$ cat config.mk
export PLATFORM = sky130hd
export DESIGN_NAME = run_controller
export DESIGN_NICKNAME = d
export VERILOG_FILES = /design/src/rtl/run_controller.sv
export SDC_FILE = /design/constraint.sdc
export NUM_CORES = 1
export LEC_CHECK = 0
export CORE_MARGIN = 5
export CORE_UTILIZATION = 46
export CTS_BUF_LIST = sky130_fd_sc_hd__clkbuf_2
export CTS_CLUSTER_DIAMETER = 40
export DETAILED_ROUTE_END_ITERATION = 8
export PLACE_DENSITY_LB_ADDON = 0.1
export SYNTH_ARGS = -nofsm -noshare
export SYNTH_HDL_FRONTEND = slang
export SYNTH_SLANG_ARGS = --single-unit
export TNS_END_PERCENT = 50
$ cat constraint.sdc
create_clock -name clk -period 4.2 [get_ports clk]
set_clock_uncertainty 0.2 [all_clocks]
set_input_delay 0.84 -clock clk [delete_from_list [all_inputs] [get_ports clk]]
set_output_delay 0.84 -clock clk [all_outputs]
set_load 0.03 [all_outputs]
$ cat src/rtl/run_controller.sv
// rtl/run_controller.sv - run-control sequencer: load imem/dmem, run core, detect ebreak/timeout, drain, dump dmem
module run_controller #(
  parameter int          ADDR_WIDTH     = 11,
  parameter logic [31:0] EBREAK_INST    = 32'h0010_0073,
  parameter int          DRAIN_CYCLES   = 5,
  parameter int          TIMEOUT_CYCLES = 50000,
  parameter int          DUMP_WORDS     = 20
) (
  input  logic                  clk,
  input  logic                  reset,
  input  logic                  start,
  input  logic                  load_valid,
  output logic                  load_ready,
  input  logic                  load_sel,
  input  logic [ADDR_WIDTH-1:0] load_addr,
  input  logic [31:0]           load_data,
  output logic                  core_reset,
  input  logic [31:0]           inst_from_imem,
  output logic                  mem_we,
  output logic                  mem_sel,
  output logic [ADDR_WIDTH-1:0] mem_addr,
  output logic [31:0]           mem_wdata,
  input  logic [31:0]           mem_rdata,
  output logic                  dump_valid,
  input  logic                  dump_ready,
  output logic [31:0]           dump_addr,
  output logic [31:0]           dump_data,
  output logic [31:0]           run_cycles,
  output logic                  timeout,
  output logic                  done
);

  typedef enum logic [2:0] {
    S_IDLE, S_RUN, S_DRAIN, S_DUMP_RD, S_DUMP_OUT, S_DONE
  } state_t;

  state_t                state_q, state_d;
  logic [31:0]           cnt_q, cnt_d;          // RUN cycle counter, reused as DRAIN counter
  logic [ADDR_WIDTH-1:0] idx_q, idx_d;          // dump word index
  logic [31:0]           run_cycles_q, run_cycles_d;
  logic                  timeout_q, timeout_d;
  logic                  rd_last_q;             // previous cycle was DUMP_RD: mem_rdata is fresh
  logic [31:0]           hold_q;                // dump word held while the host stalls

  assign run_cycles = run_cycles_q;
  assign timeout    = timeout_q;
  assign dump_addr  = {{(30-ADDR_WIDTH){1'b0}}, idx_q, 2'b00};
  assign dump_data  = rd_last_q ? mem_rdata : hold_q;

  // Next-state and output decode; everything defaults to the inactive/holding value.
  always_comb begin
    state_d      = state_q;
    cnt_d        = cnt_q;
    idx_d        = idx_q;
    run_cycles_d = run_cycles_q;
    timeout_d    = timeout_q;
    load_ready   = 1'b0;
    core_reset   = 1'b1;
    mem_we       = 1'b0;
    mem_sel      = 1'b0;
    mem_addr     = '0;
    mem_wdata    = '0;
    dump_valid   = 1'b0;
    done         = 1'b0;
    case (state_q)
      S_IDLE: begin
        load_ready = 1'b1;
        cnt_d      = '0;
        if (load_valid) begin
          mem_we    = 1'b1;
          mem_sel   = load_sel;
          mem_addr  = load_addr;
          mem_wdata = load_data;
        end
        if (start) state_d = S_RUN;
      end
      S_RUN: begin
        core_reset = 1'b0;
        cnt_d      = cnt_q + 32'd1;
        if (inst_from_imem == EBREAK_INST) begin
          // ebreak takes priority over a timeout in the same cycle
          run_cycles_d = cnt_q;
          cnt_d        = '0;
          state_d      = S_DRAIN;
        end else if (cnt_q == 32'(TIMEOUT_CYCLES - 1)) begin
          run_cycles_d = 32'(TIMEOUT_CYCLES);
          timeout_d    = 1'b1;
          state_d      = S_DUMP_RD;
        end
      end
      S_DRAIN: begin
        core_reset = 1'b0;
        cnt_d      = cnt_q + 32'd1;
        if (cnt_q >= 32'(DRAIN_CYCLES - 1)) state_d = S_DUMP_RD;
      end
      S_DUMP_RD: begin
        mem_sel  = 1'b1;
        mem_addr = idx_q;
        state_d  = S_DUMP_OUT;
      end
      S_DUMP_OUT: begin
        // keep addressing the same word so a stall cannot disturb the read port
        mem_sel    = 1'b1;
        mem_addr   = idx_q;
        dump_valid = 1'b1;
        if (dump_ready) begin
          if (idx_q == ADDR_WIDTH'(DUMP_WORDS - 1)) begin
            state_d = S_DONE;
          end else begin
            idx_d   = idx_q + 1'b1;
            state_d = S_DUMP_RD;
          end
        end
      end
      S_DONE: begin
        done = 1'b1;
        if (start) begin
          idx_d     = '0;
          timeout_d = 1'b0;
          state_d   = S_IDLE;
        end
      end
      default: state_d = S_IDLE;
    endcase
  end

  // State and datapath registers with synchronous reset.
  always_ff @(posedge clk) begin
    if (reset) begin
      state_q      <= S_IDLE;
      cnt_q        <= '0;
      idx_q        <= '0;
      run_cycles_q <= '0;
      timeout_q    <= 1'b0;
      rd_last_q    <= 1'b0;
      hold_q       <= '0;
    end else begin
      state_q      <= state_d;
      cnt_q        <= cnt_d;
      idx_q        <= idx_d;
      run_cycles_q <= run_cycles_d;
      timeout_q    <= timeout_d;
      rd_last_q    <= (state_q == S_DUMP_RD);
      if (rd_last_q) hold_q <= mem_rdata;
    end
  end

endmodule

# After elaboration in Yosys (flattened, before gate mapping)
# Cells that the tools add are included.
[totals]
register_bits = 112
in_bits = 113
wordCells = 70
[op_classes]
n_addsub = 2
n_lt_le_gt_ge = 1
n_eq_ne = 16
mux = 33
reduce_logical = 11
[op_table]
columns = ["cell", "count"]
rows = [
  ["$mux 32", 6],
  ["$pmux 32 s3", 1],
  ["$mux 11", 4],
  ["$pmux 11 s2", 2],
  ["$add 32x1->32 const B", 1],
  ["$eq 32x16->1 const B", 1],
  ["$eq 32x21->1 const B", 1],
  ["$ge 32x3->1 const B", 1],
  ["$mux 3", 7],
  ["$pmux 3 s6", 1],
  ["$ne 2x2->1 const B", 7],
  ["$add 11x1->11 const B", 1],
  ["$eq 11x5->1 const B", 1],
  ["$mux 1", 10],
  ["$reduce_and 4->1", 2],
  ["$eq 3x2->1 const B", 2],
  ["$eq 3x3->1 const B", 2],
  ["$reduce_bool 2->1", 3],
  ["$reduce_and 5->1", 1],
  ["$pmux 1 s2", 2],
  ["$reduce_or 2->1", 2],
  ["$eq 3x1->1 const B", 1],
  ["$logic_not 3->1", 1],
  ["$ne 3x3->1 const B", 1],
  ["2 further kinds", 2],
]

# Depth between registers and ports, before layout
[depth]
word_depth = 4
depth_mapped = 7
mapped_depth_nobuf = 6

# Least setup slack after synthesis
# OpenSTA, ideal clock, no wires.
[synth_path]
path_type = "register -> output"
start = "reg state_q[0]"
end = "out mem_wdata[22]"
arrival_time_ns = 1.754
t_required_ns = 3.160
path_slack_ns = 1.406
stages_incl_launch_ff = 5
path_buffers = 2
path_cell_list = "dfxtp_1 > buf_1 > nor3_1 > clkbuf_1 > and3_1"
[synth_between]
elab_chain_cells = 2
[synth_lines]
columns = ["item", "line_no", "text"]
rows = [
  ["from (decl)", "37", "state_t state_q, state_d;"],
  ["from (signal assigned)", "138", "state_q <= state_d;"],
  ["$logic_not 3->1", "65", "case (state_q)"],
  ["$mux 32", "65", ""],
  ["to (decl)", "22", "output logic [31:0] mem_wdata,"],
]
# No other way between the ends.

# Final worst setup path
[layout_path]
start = "reg state_q[2]"
end = "out mem_addr[9]"
[layout_between]
elab_chain_cells = 3
[layout_lines]
columns = ["item", "line_no", "text"]
rows = [
  ["$eq 3x2->1 / $eq 3x3->1 (equally long branches)", "65", ""],
  ["$reduce_or 2->1 (no line)", "--", ""],
  ["$pmux 11 s2 *", "65", ""],
  ["to (decl)", "21", "output logic [ADDR_WIDTH-1:0] mem_addr,"],
]
# Every way passes the cells marked *; elsewhere a longest branch is shown, timed or not.

==> results.md <==
Route:
- The post-detailed-route DRC marker count is 0.
- The detailed-route wire length per cell is between 15 and 20 um.
- The first detailed-routing pass took 4 iterations.
- After detailed routing, the number of vias per cell comes to roughly 5.4.
- The count of vias placed by the detailed router is 5,084.
- In this run the remaining antenna-violating nets after routing total 0.
- Summed over all layers, the routed wires come to approximately 17 mm.
- The detailed router finished its first iteration with 325 violations.

Floorplanning:
- The height of the die is 118.5 um.
- The row count is 39.
- The area of the placeable core is approximately 0.011 mm^2.
- The number of I/O pins is ~260.
- The horizontal extent of the die is roughly 120 um.
- The floorplan step defined a die boundary enclosing 0.01403 mm^2.
- The initial utilization of the core area, before any placement, comes to 0.4718.

Layout:
- In the layout the commonest cells are sky130_fd_sc_hd__clkdlybuf4s50_1 (237), sky130_fd_sc_hd__dfxtp_1 (112), sky130_fd_sc_hd__nor2_1 (51).
- The commonest non-fill, non-tap cell in the layout is sky130_fd_sc_hd__clkdlybuf4s50_1.
- The net count of the finished layout is 905.
- The finished cells cover 0.007865 mm^2.
- Of the cells placed in the final design, the portion with a size suffix greater than 1 is 0.1121.
- Compared with the post-synthesis result, the final layout area differs by 45.37%.

Yosys:
- Of the post-synthesis cell area, the dominant cell type holds 0.4144.
- The post-synthesis cell type count is 54.
- Of the total synthesized cell area, the portion taken by full adders, half adders and majority gates is 0.006938.
- For this run, the register share of the synthesized area comes to 0.4144.
- The xor/xnor share of the synthesized area is 0.06314.
- The mapped netlist covers 0.005410 mm^2.
- The gate count after technology mapping is 574.
- The leading area contributor after synthesis is sky130_fd_sc_hd__dfxtp_1.
- The area share of and/or/nand/nor cells after synthesis is 0.2606.
- The synthesized design contains 0 enable-type register cells.
- The main combinational cell family by area after synthesis is simple AND/OR/NAND/NOR gates.
- The synthesis warning total is 0.
- The mux share of post-synthesis cell area is 0.07054.
- The compound-gate portion of the synthesized area is 0.1175.
- The number of synthesized register bits is 112.
- The mean area per synthesized cell is 9.425 um^2.
- For this run, asynchronously set or reset flops after synthesis account for 0.
- Sorting the synthesized cells by area gives the leading types as sky130_fd_sc_hd__dfxtp_1 (41%), sky130_fd_sc_hd__mux2_2 (6.9%), sky130_fd_sc_hd__and3_1 (4.9%).
- The prevailing post-synth register cell is sky130_fd_sc_hd__dfxtp_1.

STA:
- The worst setup margin is 382.1 ps.
- After routing, the total negative slack on setup checks comes to 0 ps.
- The worst pin sits at a relative slew slack of 0.4164.
- Of the available clock period, the critical path in the final layout requires 0.9090.
- The worst path in the final design needs a cycle of 3818 ps, including I/O delays and setup.
- Setup repair after global routing left no endpoint under its margin.
- The number of setup violations in the final report is 0.
- At the pin with the least slew margin, the transition time is 875.4 ps.
- The max-slew violation total from the final report is 0.
- The number of hold violations in the final report was 0.
- The achievable clock frequency is 0.2619 GHz.

Worst setup path:
- The worst register-to-register path ends at cnt_q[21].
- The internal reg-to-reg setup slack is 1380 ps.
- The critical path class is flop to output port.
- The most critical setup path has its startpoint at state_q[2].
- The required time of the critical path is 3160 ps.
- The family with the most delay on the worst path is buffers and inverters.
- Of all nets on the critical path, the largest fanout is 12.
- Counting cells, the worst reg-to-reg path comes to 5.
- The origin of the critical flop-to-flop path is state_q[0].
- The buffering stage count on the worst path with inverters included is 2.
- The slowest cell on the critical path is sky130_fd_sc_hd__dfxtp_1.
- On the worst path, the slowest cell contributes a delay of 670 ps.
- At the worst endpoint, the arrival time is 2780 ps.
- The nature of the critical path startpoint is a flop.
- STA classifies the critical path endpoint as an output port.
- Traced cell by cell, the critical path runs through nand2b_1 -> o22ai_1 -> buf_4 -> a22o_1 -> clkdlybuf4s50_1.

Clock tree:
- CTS placed an instance of sky130_fd_sc_hd__clkbuf_2 at the clock tree root.
- The clock buffer count from CTS is 9.
- After clock tree synthesis, the clock-pin slew on the worst setup and hold paths is 290 ps.
- The CTS tree is done.
- Clock latency on the worst-skew pair, taken at its later pin, is 590 ps.
- The maximum root-to-sink buffer count is 2.
- The clock net in this run drives a total of 112 sinks.
- After clock tree synthesis, the flow added hold-fix buffers numbering 0.
- The number of gates resized after CTS was 0.
- Buffers added to address setup during post-CTS repair amount to 0.
- The deepest level of the CTS H-tree is 3.

Global routing:
- The first-pass GRT wire length is 26.68 mm.
- The initial antenna violation count is 1.
- The total congestion overflow after global routing is 0.
- The combined global-route utilization of all metal layers is 0.2307.
- The via count of the first global-routing pass came to 4,928.
- The maximum number of pins on one net before global-route repair is 65.

Place:
- The worst slack at placement is ~560 ps.
- The wire-length estimate of the detail-placed layout is 13.07 mm.
- After detailed placement, the total cell area comes to 0.007770 mm^2.
- The placer congestion estimate is ~0.85.
- The port buffer count is roughly 240.

Power:
- The leakage power figure is a little over 3 nW.
- The highest ir drop seen on vdd is approximately 0.00025 V.
- The overall power after layout is 2.638 mW.
- The power density over the cells is around 340 mW/mm^2.

Run status:
- The run finished with clean final reports.

Hold path:
- The worst-case hold path end point is run_cycles[1].
- Counting instances, the worst hold path has a depth of 1.
- The startpoint identified for the worst hold timing path is run_cycles[1].
- The class of the tightest hold or removal check is flop to flop.

Job:
- The number of violations of the max-capacitance limit is 0.
[state kept, by name, summed over array words and instances, names as in the netlist]
register    flops
cnt_q          32
hold_q         32
run_cycles     32
idx_q          11
state_q         3
rd_last_q       1
timeout         1
[cells in the mapped netlist (3+ instances only)]
cell type / instances
sky130_fd_sc_hd__buf_2: 7
sky130_fd_sc_hd__inv_1: 7
sky130_fd_sc_hd__nor4b_1: 6
sky130_fd_sc_hd__a22o_1: 11
sky130_fd_sc_hd__dfxtp_1: 112
sky130_fd_sc_hd__a32o_2: 18
sky130_fd_sc_hd__and2_1: 35
sky130_fd_sc_hd__a21o_1: 3
sky130_fd_sc_hd__nand3_1: 20
sky130_fd_sc_hd__nor3_1: 7
sky130_fd_sc_hd__nand4_1: 19
sky130_fd_sc_hd__ha_1: 3
sky130_fd_sc_hd__a32o_1: 8
sky130_fd_sc_hd__buf_1: 4
sky130_fd_sc_hd__clkbuf_1: 27
sky130_fd_sc_hd__buf_4: 21
sky130_fd_sc_hd__nand2_1: 22
sky130_fd_sc_hd__nor2_1: 51
sky130_fd_sc_hd__and4_1: 9
sky130_fd_sc_hd__mux2_2: 33
sky130_fd_sc_hd__and3_1: 42
sky130_fd_sc_hd__a21oi_1: 8
sky130_fd_sc_hd__xor2_1: 24
sky130_fd_sc_hd__o221a_2: 6
sky130_fd_sc_hd__xnor2_1: 15
sky130_fd_sc_hd__nor4_1: 18
sky130_fd_sc_hd__o21ai_0: 4
[cell type report]
cell class              instances  area, um^2
repair buffers                245        2432
flip-flops and latches        112        2242
clock inverters                 7       47.55
inverters                       7       26.28
multi-input cells             414        2890
clock buffers                   9       45.04
diodes                          1       2.502
fillers                       918        3602
well taps                     143       178.9
[logic make-up (layout without fill, tap and decap cells)]
group                      count (synthesis)  count (layout)
muxes                                     34              34
and+or+nand+nor                          247             247
other                                      1              22
xor gates and xnor gates                  39              39
buffers and inverters                     68             268
adders and majority gates                  3               3
DFF                                      112             112
AOI/OAI and AO/OA                         70              70
[how the worst max path moves through the flow]
stage / end / cells past startpoint
after CTS: mem_addr[9] / 5
final: mem_addr[9] / 5
after global routing: mem_addr[9] / 5
after detailed placement: mem_addr[0] / 4
after global placement: mem_addr[7] / 4
after floorplan: mem_wdata[22] / 4
[through the flow]
step	std cells	hold slack (ps)	utilization
after floorplan	594	285.8	-
after global placement	921	278.3	0.6776
after detailed placement	921	285.9	0.6776
after CTS	937	342.1	0.6857
after global routing	938	357.6	0.6859
final	938	340.6	0.6859
[metal layers]
layer	vias to the layer above	share of wire	global-route usage
met5	-	0	0
met4	0	0.0098	0.04323
met3	10	0.063	0.06543
met2	165	0.51	0.4068
met1	2438	0.42	0.2832
li1	2471	-	-
[power by group]
part	switching, mW	internal (mW)	total, mW
logic	0.615	0.462	1.08
registers	0.0434	1.09	1.14
clock network	0.344	0.0789	0.423
[worst register-to-register path, cell delays in order, from the launching register on]
cell and delay [ps]:
sky130_fd_sc_hd__dfxtp_1 510, sky130_fd_sc_hd__a21oi_1 760, sky130_fd_sc_hd__nand4_1 440, sky130_fd_sc_hd__or4_1 630, sky130_fd_sc_hd__xor2_1 160, sky130_fd_sc_hd__nor2_1 90
No activity file was read; power rests on OpenSTA's default activity.
